==> src/rtl/mips_pkg.sv <==
// ============================================================================
// mips_pkg : shared types and constants for the multicycle MIPS datapath
// Revision : 1.0
// ============================================================================
`default_nettype none

package mips_pkg;

   typedef enum logic [1:0] {MD_MULT, MD_MULTU, MD_DIV, MD_DIVU} md_op_t;
   typedef enum logic [1:0] {MD_IDLE, MD_RUN, MD_FIX, MD_DONE} md_state_t;

   localparam int MD_ITER = 32;

   function automatic logic md_is_div(input md_op_t op);
      return (op == MD_DIV) || (op == MD_DIVU);
   endfunction

   function automatic logic md_is_signed(input md_op_t op);
      return (op == MD_MULT) || (op == MD_DIV);
   endfunction

endpackage

`default_nettype wire

==> src/rtl/md_iter_core.sv <==
// ============================================================================
// md_iter_core : unsigned shift-add multiply / restoring divide datapath
// Revision     : 1.0
// ============================================================================
`default_nettype none

module md_iter_core #(
   parameter int WIDTH = 32
) (
   input  logic             clk,
   input  logic             rst,
   input  logic             i_load,
   input  logic             i_step,
   input  logic             i_is_div,
   input  logic [WIDTH-1:0] i_a_mag,
   input  logic [WIDTH-1:0] i_b_mag,
   output logic [WIDTH-1:0] o_hi,
   output logic [WIDTH-1:0] o_lo
);

   // Multiply: r_hi:r_lo is the accumulator, r_lo starts as the multiplier.
   // Divide:   r_hi is the remainder, r_lo starts as dividend and ends as quotient.
   logic [WIDTH-1:0] r_hi;
   logic [WIDTH-1:0] r_lo;
   logic [WIDTH-1:0] r_m;
   logic             r_is_div;

   logic [WIDTH:0]   w_sum;
   logic [WIDTH:0]   w_shift;
   logic [WIDTH-1:0] w_diff;
   logic             w_borrow;

   always_comb begin
      w_sum    = {1'b0, r_hi} + (r_lo[0] ? {1'b0, r_m} : '0);
      w_shift  = {r_hi, r_lo[WIDTH-1]};
      w_borrow = (w_shift < {1'b0, r_m});
      w_diff   = w_shift[WIDTH-1:0] - r_m;
   end

   always_ff @(posedge clk) begin
      if (rst) begin
         r_hi     <= '0;
         r_lo     <= '0;
         r_m      <= '0;
         r_is_div <= 1'b0;
      end else if (i_load) begin
         r_hi     <= '0;
         r_is_div <= i_is_div;
         if (i_is_div) begin
            r_lo <= i_a_mag;
            r_m  <= i_b_mag;
         end else begin
            r_lo <= i_b_mag;
            r_m  <= i_a_mag;
         end
      end else if (i_step) begin
         if (r_is_div) begin
            r_hi <= w_borrow ? w_shift[WIDTH-1:0] : w_diff;
            r_lo <= {r_lo[WIDTH-2:0], ~w_borrow};
         end else begin
            r_hi <= w_sum[WIDTH:1];
            r_lo <= {w_sum[0], r_lo[WIDTH-1:1]};
         end
      end
   end

   assign o_hi = r_hi;
   assign o_lo = r_lo;

endmodule

`default_nettype wire

==> src/rtl/mult_div_unit.sv <==
// ============================================================================
// mult_div_unit : iterative MULT/MULTU/DIV/DIVU unit with HI/LO registers
// Revision      : 1.0
// ============================================================================
`default_nettype none

module mult_div_unit
   import mips_pkg::*;
#(
   parameter int WIDTH = 32,
   parameter int ITER  = MD_ITER
) (
   input  logic             clock,
   input  logic             reset,
   input  logic             start,
   input  md_op_t           op,
   input  logic [WIDTH-1:0] a_in,
   input  logic [WIDTH-1:0] b_in,
   input  logic             hi_we,
   input  logic             lo_we,
   input  logic [WIDTH-1:0] wdata,
   output logic             busy,
   output logic             done,
   output logic             div_by_zero,
   output logic [WIDTH-1:0] hi,
   output logic [WIDTH-1:0] lo
);

   localparam int c_CNT_W = $clog2(ITER);
   localparam logic [c_CNT_W-1:0] c_LAST = c_CNT_W'(ITER - 1);

   md_state_t          r_state;
   md_op_t             r_op;
   logic               r_sign_q;
   logic               r_sign_r;
   logic [c_CNT_W-1:0] r_count;
   logic [WIDTH-1:0]   r_hi;
   logic [WIDTH-1:0]   r_lo;
   logic               r_busy;
   logic               r_done;
   logic               r_dbz;

   logic               w_a_neg;
   logic               w_b_neg;
   logic [WIDTH-1:0]   w_a_mag;
   logic [WIDTH-1:0]   w_b_mag;
   logic               w_start_dbz;
   logic               w_load;
   logic [WIDTH-1:0]   w_core_hi;
   logic [WIDTH-1:0]   w_core_lo;
   logic [2*WIDTH-1:0] w_prod;
   logic [WIDTH-1:0]   w_quo;
   logic [WIDTH-1:0]   w_rem;

   always_comb begin
      w_a_neg     = md_is_signed(op) & a_in[WIDTH-1];
      w_b_neg     = md_is_signed(op) & b_in[WIDTH-1];
      w_a_mag     = w_a_neg ? -a_in : a_in;
      w_b_mag     = w_b_neg ? -b_in : b_in;
      w_start_dbz = md_is_div(op) && (b_in == '0);
      w_load      = (r_state == MD_IDLE) && start && !w_start_dbz;
      // Sign flags are only ever set for signed ops, so no op check is needed here.
      w_prod      = r_sign_q ? -{w_core_hi, w_core_lo} : {w_core_hi, w_core_lo};
      w_quo       = r_sign_q ? -w_core_lo : w_core_lo;
      w_rem       = r_sign_r ? -w_core_hi : w_core_hi;
   end

   md_iter_core #(
      .WIDTH (WIDTH)
   ) u_core (
      .clk      (clock),
      .rst      (reset),
      .i_load   (w_load),
      .i_step   (r_state == MD_RUN),
      .i_is_div (md_is_div(op)),
      .i_a_mag  (w_a_mag),
      .i_b_mag  (w_b_mag),
      .o_hi     (w_core_hi),
      .o_lo     (w_core_lo)
   );

   always_ff @(posedge clock) begin
      if (reset) begin
         r_state  <= MD_IDLE;
         r_op     <= MD_MULT;
         r_sign_q <= 1'b0;
         r_sign_r <= 1'b0;
         r_count  <= '0;
         r_hi     <= '0;
         r_lo     <= '0;
         r_busy   <= 1'b0;
         r_done   <= 1'b0;
         r_dbz    <= 1'b0;
      end else begin
         r_done <= 1'b0;
         case (r_state)
            MD_IDLE: begin
               if (start) begin
                  r_op   <= op;
                  r_busy <= 1'b1;
                  r_dbz  <= w_start_dbz;
                  if (w_start_dbz) begin
                     r_state <= MD_DONE;
                     r_done  <= 1'b1;
                  end else begin
                     r_sign_q <= w_a_neg ^ w_b_neg;
                     r_sign_r <= w_a_neg;
                     r_count  <= '0;
                     r_state  <= MD_RUN;
                  end
               end else begin
                  if (hi_we) r_hi <= wdata;
                  if (lo_we) r_lo <= wdata;
               end
            end
            MD_RUN: begin
               r_count <= r_count + 1'b1;
               if (r_count == c_LAST) r_state <= MD_FIX;
            end
            MD_FIX: begin
               if (md_is_div(r_op)) begin
                  r_hi <= w_rem;
                  r_lo <= w_quo;
               end else begin
                  r_hi <= w_prod[2*WIDTH-1:WIDTH];
                  r_lo <= w_prod[WIDTH-1:0];
               end
               r_done  <= 1'b1;
               r_state <= MD_DONE;
            end
            MD_DONE: begin
               r_busy  <= 1'b0;
               r_state <= MD_IDLE;
            end
            default: r_state <= MD_IDLE;
         endcase
      end
   end

   assign busy        = r_busy;
   assign done        = r_done;
   assign div_by_zero = r_dbz;
   assign hi          = r_hi;
   assign lo          = r_lo;

endmodule

`default_nettype wire

==> config.mk <==
export PLATFORM = sky130hd
export DESIGN_NAME = mult_div_unit
export DESIGN_NICKNAME = d
export VERILOG_FILES = /design/src/rtl/mips_pkg.sv /design/src/rtl/md_iter_core.sv /design/src/rtl/mult_div_unit.sv
export SDC_FILE = /design/constraint.sdc
export NUM_CORES = 1
export LEC_CHECK = 0
export ABC_AREA = 1
export CORE_AREA = 5 5 188 208
export DETAILED_ROUTE_END_ITERATION = 10
export DIE_AREA = 0 0 193 213
export PLACE_DENSITY = 0.8
export REMOVE_ABC_BUFFERS = 1
export SETUP_SLACK_MARGIN = 0.05
export SLEW_MARGIN = 20
export SYNTH_ARGS = -nofsm -noshare
export SYNTH_HDL_FRONTEND = slang
export SYNTH_HIERARCHICAL = 1
export SYNTH_SLANG_ARGS = --single-unit
==> constraint.sdc <==
create_clock -name clock -period 5.51 [get_ports clock]
set_clock_uncertainty 0.05 [all_clocks]
set_input_delay 0.551 -clock clock [delete_from_list [all_inputs] [get_ports clock]]
set_output_delay 0.551 -clock clock [all_outputs]
set_load 0.01 [all_outputs]
==> results of run 1 <==
==> per-stage QoR <==
| stage | setup slack, ns | instance area, sq um | hold WS (ns) |
|---|---|---|---|
| after floorplan | 0.7688 | 17640 | 0.4035 |
| after global placement | 1.928 | 20090 | 0.4287 |
| after detailed placement | 1.838 | 20090 | 0.4307 |
| after CTS | 2.314 | 20710 | 0.4419 |
| after global routing | 2.001 | 20710 | 0.4669 |
| final | 2.229 | 20710 | 0.4427 |
==> flip-flops by register name, summed over array words and instances (netlist names) <==
signal	cells
busy	1
div_by_zero	1
done	1
hi	32
lo	32
r_count	5
r_op	1
r_sign_q	1
r_sign_r	1
r_state	2
u_core/o_hi	32
u_core/o_lo	32
u_core/r_is_div	1
u_core/r_m	32
==> per-layer routing <==
metal / vias up / global-route usage [%] / part of all wire, %
met4: 0 / 15.26 / 5.2
met5: - / 0 / 0
met2: 1137 / 47.42 / 43
met1: 9299 / 41.88 / 40
li1: 10430 / - / -
met3: 181 / 5.788 / 12
==> synthesized netlist by cell type, types with 8 or more instances <==
cell      instances
buf_2            26
o22ai_1          26
a21oi_1         259
o21ai_1          15
nand3_1         234
buf_1            10
a31oi_1           8
nand2_4           8
dfxtp_1         174
inv_2            20
o32ai_1           8
inv_1           438
nand4_1          36
clkbuf_1         80
mux2i_1          25
nand3b_1         19
nor2_1          378
nor4_1            8
or2_2             8
xor2_1           60
nand2_2          30
ha_1             74
xnor2_1          15
nand3_2          11
o211ai_1         20
a21oi_2           9
a21o_1            8
nor2_2           24
nand2_1         804
o21ai_0         241
o21bai_1         16
nor3_1           14
==> power groups by stage <==
stage | registers (uW) | clock network [uW] | logic, uW
2_1_floorplan | 1700 | 0 | 2610
3_3_place_gp | 1840 | 0 | 3610
3_5_place_dp | 1840 | 0 | 3650
4_1_cts | 1810 | 1290 | 3670
5_1_grt | 1840 | 1330 | 4170
6_report | 1850 | 1280 | 3750
==> area by class of cell <==
type,instances,area share [%]
multi-input cells,2415,60.00
repair buffers,188,8.834
inverters,462,8.387
clock inverters,14,0.8399
flip-flops and latches,174,16.83
well taps,494,2.985
clock buffers,18,2.121
==> worst paths after layout <==
| check | from | to | cells past startpoint | slack [ns] |
|---|---|---|---|---|
| worst max-delay path | b_in[0] | u_core/o_hi[14] | 17 | 2.23 |
| worst min-delay path | r_count[4] | r_count[4] | 2 | 0.44 |
| worst max register to register | u_core/o_lo[0] | u_core/o_hi[13] | 14 | 2.26 |
| worst min register to register | r_count[4] | r_count[4] | 2 | 0.44 |
==> worst max-delay path, cell delays in order <==
cell and delay, ns:
clkdlybuf4s50_1 0.48, inv_1 0.14, ha_1 0.21, nand4_2 0.13, inv_2 0.08, nand2_4 0.06
clkinv_2 0.06, nand2_2 0.04, nor2_2 0.16, nand2_2 0.10, nand2_4 0.13, inv_1 0.12
nor2_1 0.37, inv_2 0.54, nor2_1 0.24, o21ai_0 0.12, inv_1 0.08
==> kinds of logic after synthesis <==
kind of cell / after synthesis
AO/OA/AOI/OAI: 629
XOR/XNOR: 75
adder cells (fa/ha/maj): 76
buffers and inverters: 583
flip-flops: 174
multiplexers: 25
AND/OR/NAND/NOR: 1610
==> cells in the final DEF (no fill, tap or decap), types with 4 or more instances in the layout <==
master           synthesis  routed
nor3_1                  14      14
o211ai_1                20      20
clkdlybuf4s50_1          0     168
nor2_4                   7       7
nand2_2                 30      30
nand4_1                 36      36
nand2_1                804     804
nand4_2                  5       5
inv_2                   20      21
or2_2                    8       8
a21o_1                   8       8
nor4_1                   8       8
a21oi_2                  9       9
clkbuf_16                0      17
mux2i_1                 25      25
o32ai_1                  8       8
xor2_1                  60      60
a21oi_1                259     259
inv_1                  438     437
nand2_4                  8       8
nor2_2                  24      25
nor2_1                 378     377
nand3_1                234     234
inv_8                    0       4
o21ai_2                  7       7
nand3b_1                19      19
ha_1                    74      72
nand3_2                 11      11
a31oi_1                  8       8
or2_0                    6       6
o21bai_1                16      16
xnor2_1                 15      15
o21ai_1                 15      15
o22ai_1                 26      26
buf_4                    2      19
o21ai_0                241     241
dfxtp_1                174     172
==> impl_metrics.csv, run 1 <==
group,metric,value,unit
sta,setup_viol,0,
synth,netlist_area,18160,sq um
die,initial_core_util,49.41,%
critical_path,worstPathArrival,3.63,ns
critical_path,criticalPathCategory,"in2reg",
route,drtPass1Iterations,6,
place,dp_cells,3733,
power,swShare,50.84,%
synth,seq_area_frac_synth,19.18,%
synth,yosys-top-cells-area,"dfxtp_1 (19%), nand2_1 (17%), inv_1 (9.1%)",
route,via_count,21047,
clocking,cts_sinks,174,
global_route,grt_pass1_wl,100600,um
power,peakVddDrop,0.2465,mV
worst_hold_path,hp-class,"reg2reg",
synth,synthMuxAreaShare,1.378,%
clocking,clk_latency,0.47,ns
sta,drv_slew,0,
sta,period_share,59.54,%
synth,yosys.area_share.adder,5.319,%
synth,synth_seq_cells,174,
global_route,first_global_vias,18679,
clocking,cts_max_path_buffers,2,
clocking,ctsResizeCount,0,
synth,yosys.area.top_type,"dfxtp_1",
synth,ys.warnings.count,6,
synth,ys_types,58,
clocking,cts_root_buf,"clkbuf_16",
synth,synthArstFlopShare,0,%
synth,synthFlopType,"dfxtp_1",
die,rows,74,
sta,slew_headroom,26.34,%
sta,finalSetupTns,0,ns
power,combPwrFrac,54.5,%
power,internal_power,3379,uW
power,seqPwrFrac,26.9,%
die,die_w,193,um
clocking,cts_setup_buffers,0,
power,switchingPower,3495,uW
layout,multiInputGateArea,12420,sq um
sta,grt_setup_unrepaired,"false",
synth,syn_avg_cell_area,5.725,sq um
die,dieHeight,213,um
sta,final-hold-violation-count,0,
route,postRouteWirelength,66070,um
synth,synth-simple-area-share,38.98,%
power,power.density,332.0,nW/um^2
clocking,cts_tree,"built",
critical_path,cp_max_fo,59,
layout,num-fill-cells,3776,
layout,areaGrowthSynthToFinish,14.01,%
global_route,track_usage,30.97,%
layout,layout.nets,3437,
clocking,cts_buffers,17,
clocking,h-tree-depth,4,
sta,worst_pin_slew,1.103,ns
critical_path,worst_ep_required_time,5.86,ns
layout,diodes,0,
global_route,overflow,0,
clocking,ctsHoldBuffers,0,
layout,post-route-util,56.33,%
route,drt-wirelength-per-cell,17.55,um
global_route,grt_max_degree,70,
critical_path,crit_path_start_kind,"input port",
global_route,antenna_found_initial,0,
synth,synth_top_area_share,19.18,%
layout,stdcell_count,3765,
layout,regArea,3486,sq um
synth,synth_compound_area_share,19.07,%
synth,synth-edff-count,0,
synth,synth_top_family_by_area,"simple AND/OR/NAND/NOR gates",
sta,fmax,0.3048,GHz
critical_path,end_kind,"register",
layout,layout-drive-gt1-share,6.237,%
job,drv_cap,0,
power,p_leak,0.01020,uW
route,avgViaCountPerCell,5.590,
route,antenna_left,0,
outcome,outcome,"finished clean",
place,gp_congestion,1.045,
clocking,clk_pin_slew,0.08,ns
route,drc_errors,0,
synth,netlist_instances,3172,
die,design.core.area,36760,sq um
power,power.total,6875,uW
sta,min_period,3.281,ns
place,dpl.hpwl,51880,um
synth,synth_xor_area_share,3.617,%
place,io_buffers,169,
power,clkPwrFrac,18.6,%
die,dieArea,41110,sq um
route,drt-initial-drc-count,2848,
die,io_pins,170,
Note: power is estimated with default switching activity, not from simulation.
==> inputs of run 2 (changes only) <==
--- a/config.mk
+++ b/config.mk
@@ -9,7 +9,7 @@
 export CORE_AREA = 5 5 188 208
 export DETAILED_ROUTE_END_ITERATION = 10
 export DIE_AREA = 0 0 193 213
-export PLACE_DENSITY = 0.8
+export PLACE_DENSITY = 0.82
 export REMOVE_ABC_BUFFERS = 1
 export SETUP_SLACK_MARGIN = 0.05
 export SLEW_MARGIN = 20
==> constraint.sdc (replaced) <==
create_clock -name clock -period 2.85 [get_ports clock]
set_clock_uncertainty 0.05 [all_clocks]
set_input_delay 0.285 -clock clock [delete_from_list [all_inputs] [get_ports clock]]
set_output_delay 0.285 -clock clock [all_outputs]
set_load 0.01 [all_outputs]
==> impl_metrics.csv, run 2 (synthesis results as in run 1) <==
group,metric,value,unit
route,via_count,21503,
global_route,track_usage,31.13,%
die,design.core.area,36760,sq um
power,p_leak,0.01061,uW
sta,grt_setup_unrepaired,"false",
critical_path,path_cells,"buf_6 > nand2_1 > inv_1 > ha_1 > nand2_1 > inv_1 > a21oi_1 > nand2_1 > a21oi_1 > nand2_1 > o21ai_0 > nand2_1 > nor2_1 > nor2_1",
worst_hold_path,hold_path_end,"r_state[1]",
global_route,overflow,0,
worst_hold_path,hp-class,"in2reg",
power,clkPwrFrac,18.6,%
critical_path,r2r-start,"u_core/o_lo[0]",
critical_path,criticalPathCategory,"reg2reg",
global_route,use_met1,41.69,%
global_route,met3_usage,5.706,%
layout,final_cell_mix,"nand2_1 (803), inv_1 (438), nor2_1 (375)",
power,combPwrFrac,56.9,%
layout,final_common_cell,"nand2_1",
critical_path,cp_max_fo,22,
power,peakVddDrop,0.4422,mV
sta,worst_pin_slew,0.7434,ns
worst_hold_path,min_from,"op[1]",
route,drt-wirelength-per-cell,17.33,um
layout,layout.nets,3508,
clocking,cts_root_buf,"clkbuf_16",
layout,layout-drive-gt1-share,8.468,%
place,io_buffers,169,
layout,stdcell_count,3836,
critical_path,crit_path_start_kind,"register",
die,dieHeight,213,um
global_route,antenna_found_initial,1,
critical_path,reg2reg_to,"u_core/o_hi[19]",
sta,min_period,2.609,ns
critical_path,ff2ff_path_depth,14,
clocking,h-tree-depth,4,
place,dpl.hpwl,53060,um
job,drv_cap,0,
critical_path,ff2ff_setup_slack,0.24,ns
critical_path,crit_buf_inv,3,
critical_path,path_common_cell,"nand2_1",
die,dieArea,41110,sq um
clocking,cts_tree,"built",
layout,areaGrowthSynthToFinish,17.71,%
sta,finalSetupTns,0,ns
die,io_pins,170,
clocking,clk_pin_slew,0.09,ns
critical_path,worstPathArrival,2.90,ns
route,postRouteWirelength,66480,um
layout,stdcell_area,21380,sq um
critical_path,crit_path_top_delay_cell,"dfxtp_2",
route,drt-initial-drc-count,2711,
clocking,cts_max_path_buffers,2,
place,dp_cells,3803,
global_route,first_global_vias,19268,
clocking,cts_sinks,174,
power,internal_power,6761,uW
global_route,grt_max_degree,69,
power,seqPwrFrac,24.5,%
sta,setup_viol,0,
sta,slew_headroom,50.44,%
route,drtPass1Iterations,6,
global_route,met2_usage,49.30,%
place,gp_congestion,1.065,
critical_path,end_kind,"register",
global_route,grt_pass1_wl,101500,um
power,power.density,641.1,nW/um^2
sta,final-hold-violation-count,0,
critical_path,path_delay_family,"simple AND/OR/NAND/NOR gates",
sta,drv_slew,0,
layout,diodes,0,
power,switchingPower,6944,uW
clocking,cts_buffers,17,
die,rows,74,
sta,fmax,0.3833,GHz
die,die_w,193,um
clocking,ctsHoldBuffers,0,
critical_path,critPathMaxStageDelay,0.38,ns
sta,period_share,91.54,%
place,placed_cell_area,20690,sq um
clocking,clk_latency,0.47,ns
worst_hold_path,min_path_cells,5,
global_route,grt-busiest-layer,"met2",
critical_path,worst_ep_required_time,3.15,ns
route,drc_errors,0,
route,avgViaCountPerCell,5.606,
die,initial_core_util,49.41,%
power,swShare,50.67,%
outcome,outcome,"finished clean",
route,antenna_left,0,
-- run 2: per-stage QoR --
step                      power (uW)  util, %  hold slack, ns  setup WS, ns
final                          13710    58.16          0.2453        0.2411
after global routing           14620    58.16          0.2769       0.05178
after CTS                      13460    58.05          0.2337        0.1504
after detailed placement       10900    56.30          0.4320       0.03096
after global placement         10820    56.30          0.4272        0.1019
after floorplan                 8332        -          0.3041        -1.625
-- run 2: tightest hold or removal path, cell delays in order --
cell     delay (ns)
buf_2          0.12
nand2_2        0.11
o21ai_0        0.09
nand2_1        0.06
a21oi_1        0.05
-- run 2: worst max path at each step --
| stage | cells past startpoint | from | to |
|---|---|---|---|
| floorplan | 15 | b_in[1] | u_core/o_lo[10] |
| global placement | 18 | b_in[0] | u_core/o_lo[4] |
| detailed placement | 18 | b_in[0] | u_core/o_lo[31] |
| CTS | 16 | u_core/o_lo[0] | u_core/o_hi[24] |
| global route | 14 | u_core/o_lo[0] | u_core/o_hi[19] |
| finish | 14 | u_core/o_lo[0] | u_core/o_hi[19] |
-- run 2: layout make-up --
class                   instances  area [sq um]
clock buffers                  17         425.4
clock inverters                15         219.0
fillers                      3631         15380
repair buffers                258          2434
flip-flops and latches        174          3487
well taps                     494         618.1
multi-input cells            2416         12460
inverters                     462          1737
-- run 2: timing repair --
item                                    4_1_cts  5_1_grt
endpoints found under the setup margin        0       18
resized for setup                             0       10
buffers inserted                              0        0
-- run 2: power by group through the flow --
stage,Clock [uW],Combinational (uW),Sequential (uW)
after floorplan,0,5050,3280
after global placement,0,7470,3350
after detailed placement,0,7550,3350
after CTS,2560,7600,3300
after global routing,2660,8610,3360
final,2550,7800,3350
-- run 2: layer usage --
metal,vias up,part of all wire [%]
met2,1150,44
met4,2,4.7
met5,-,0.017
li1,10575,-
met3,186,12
met1,9590,40
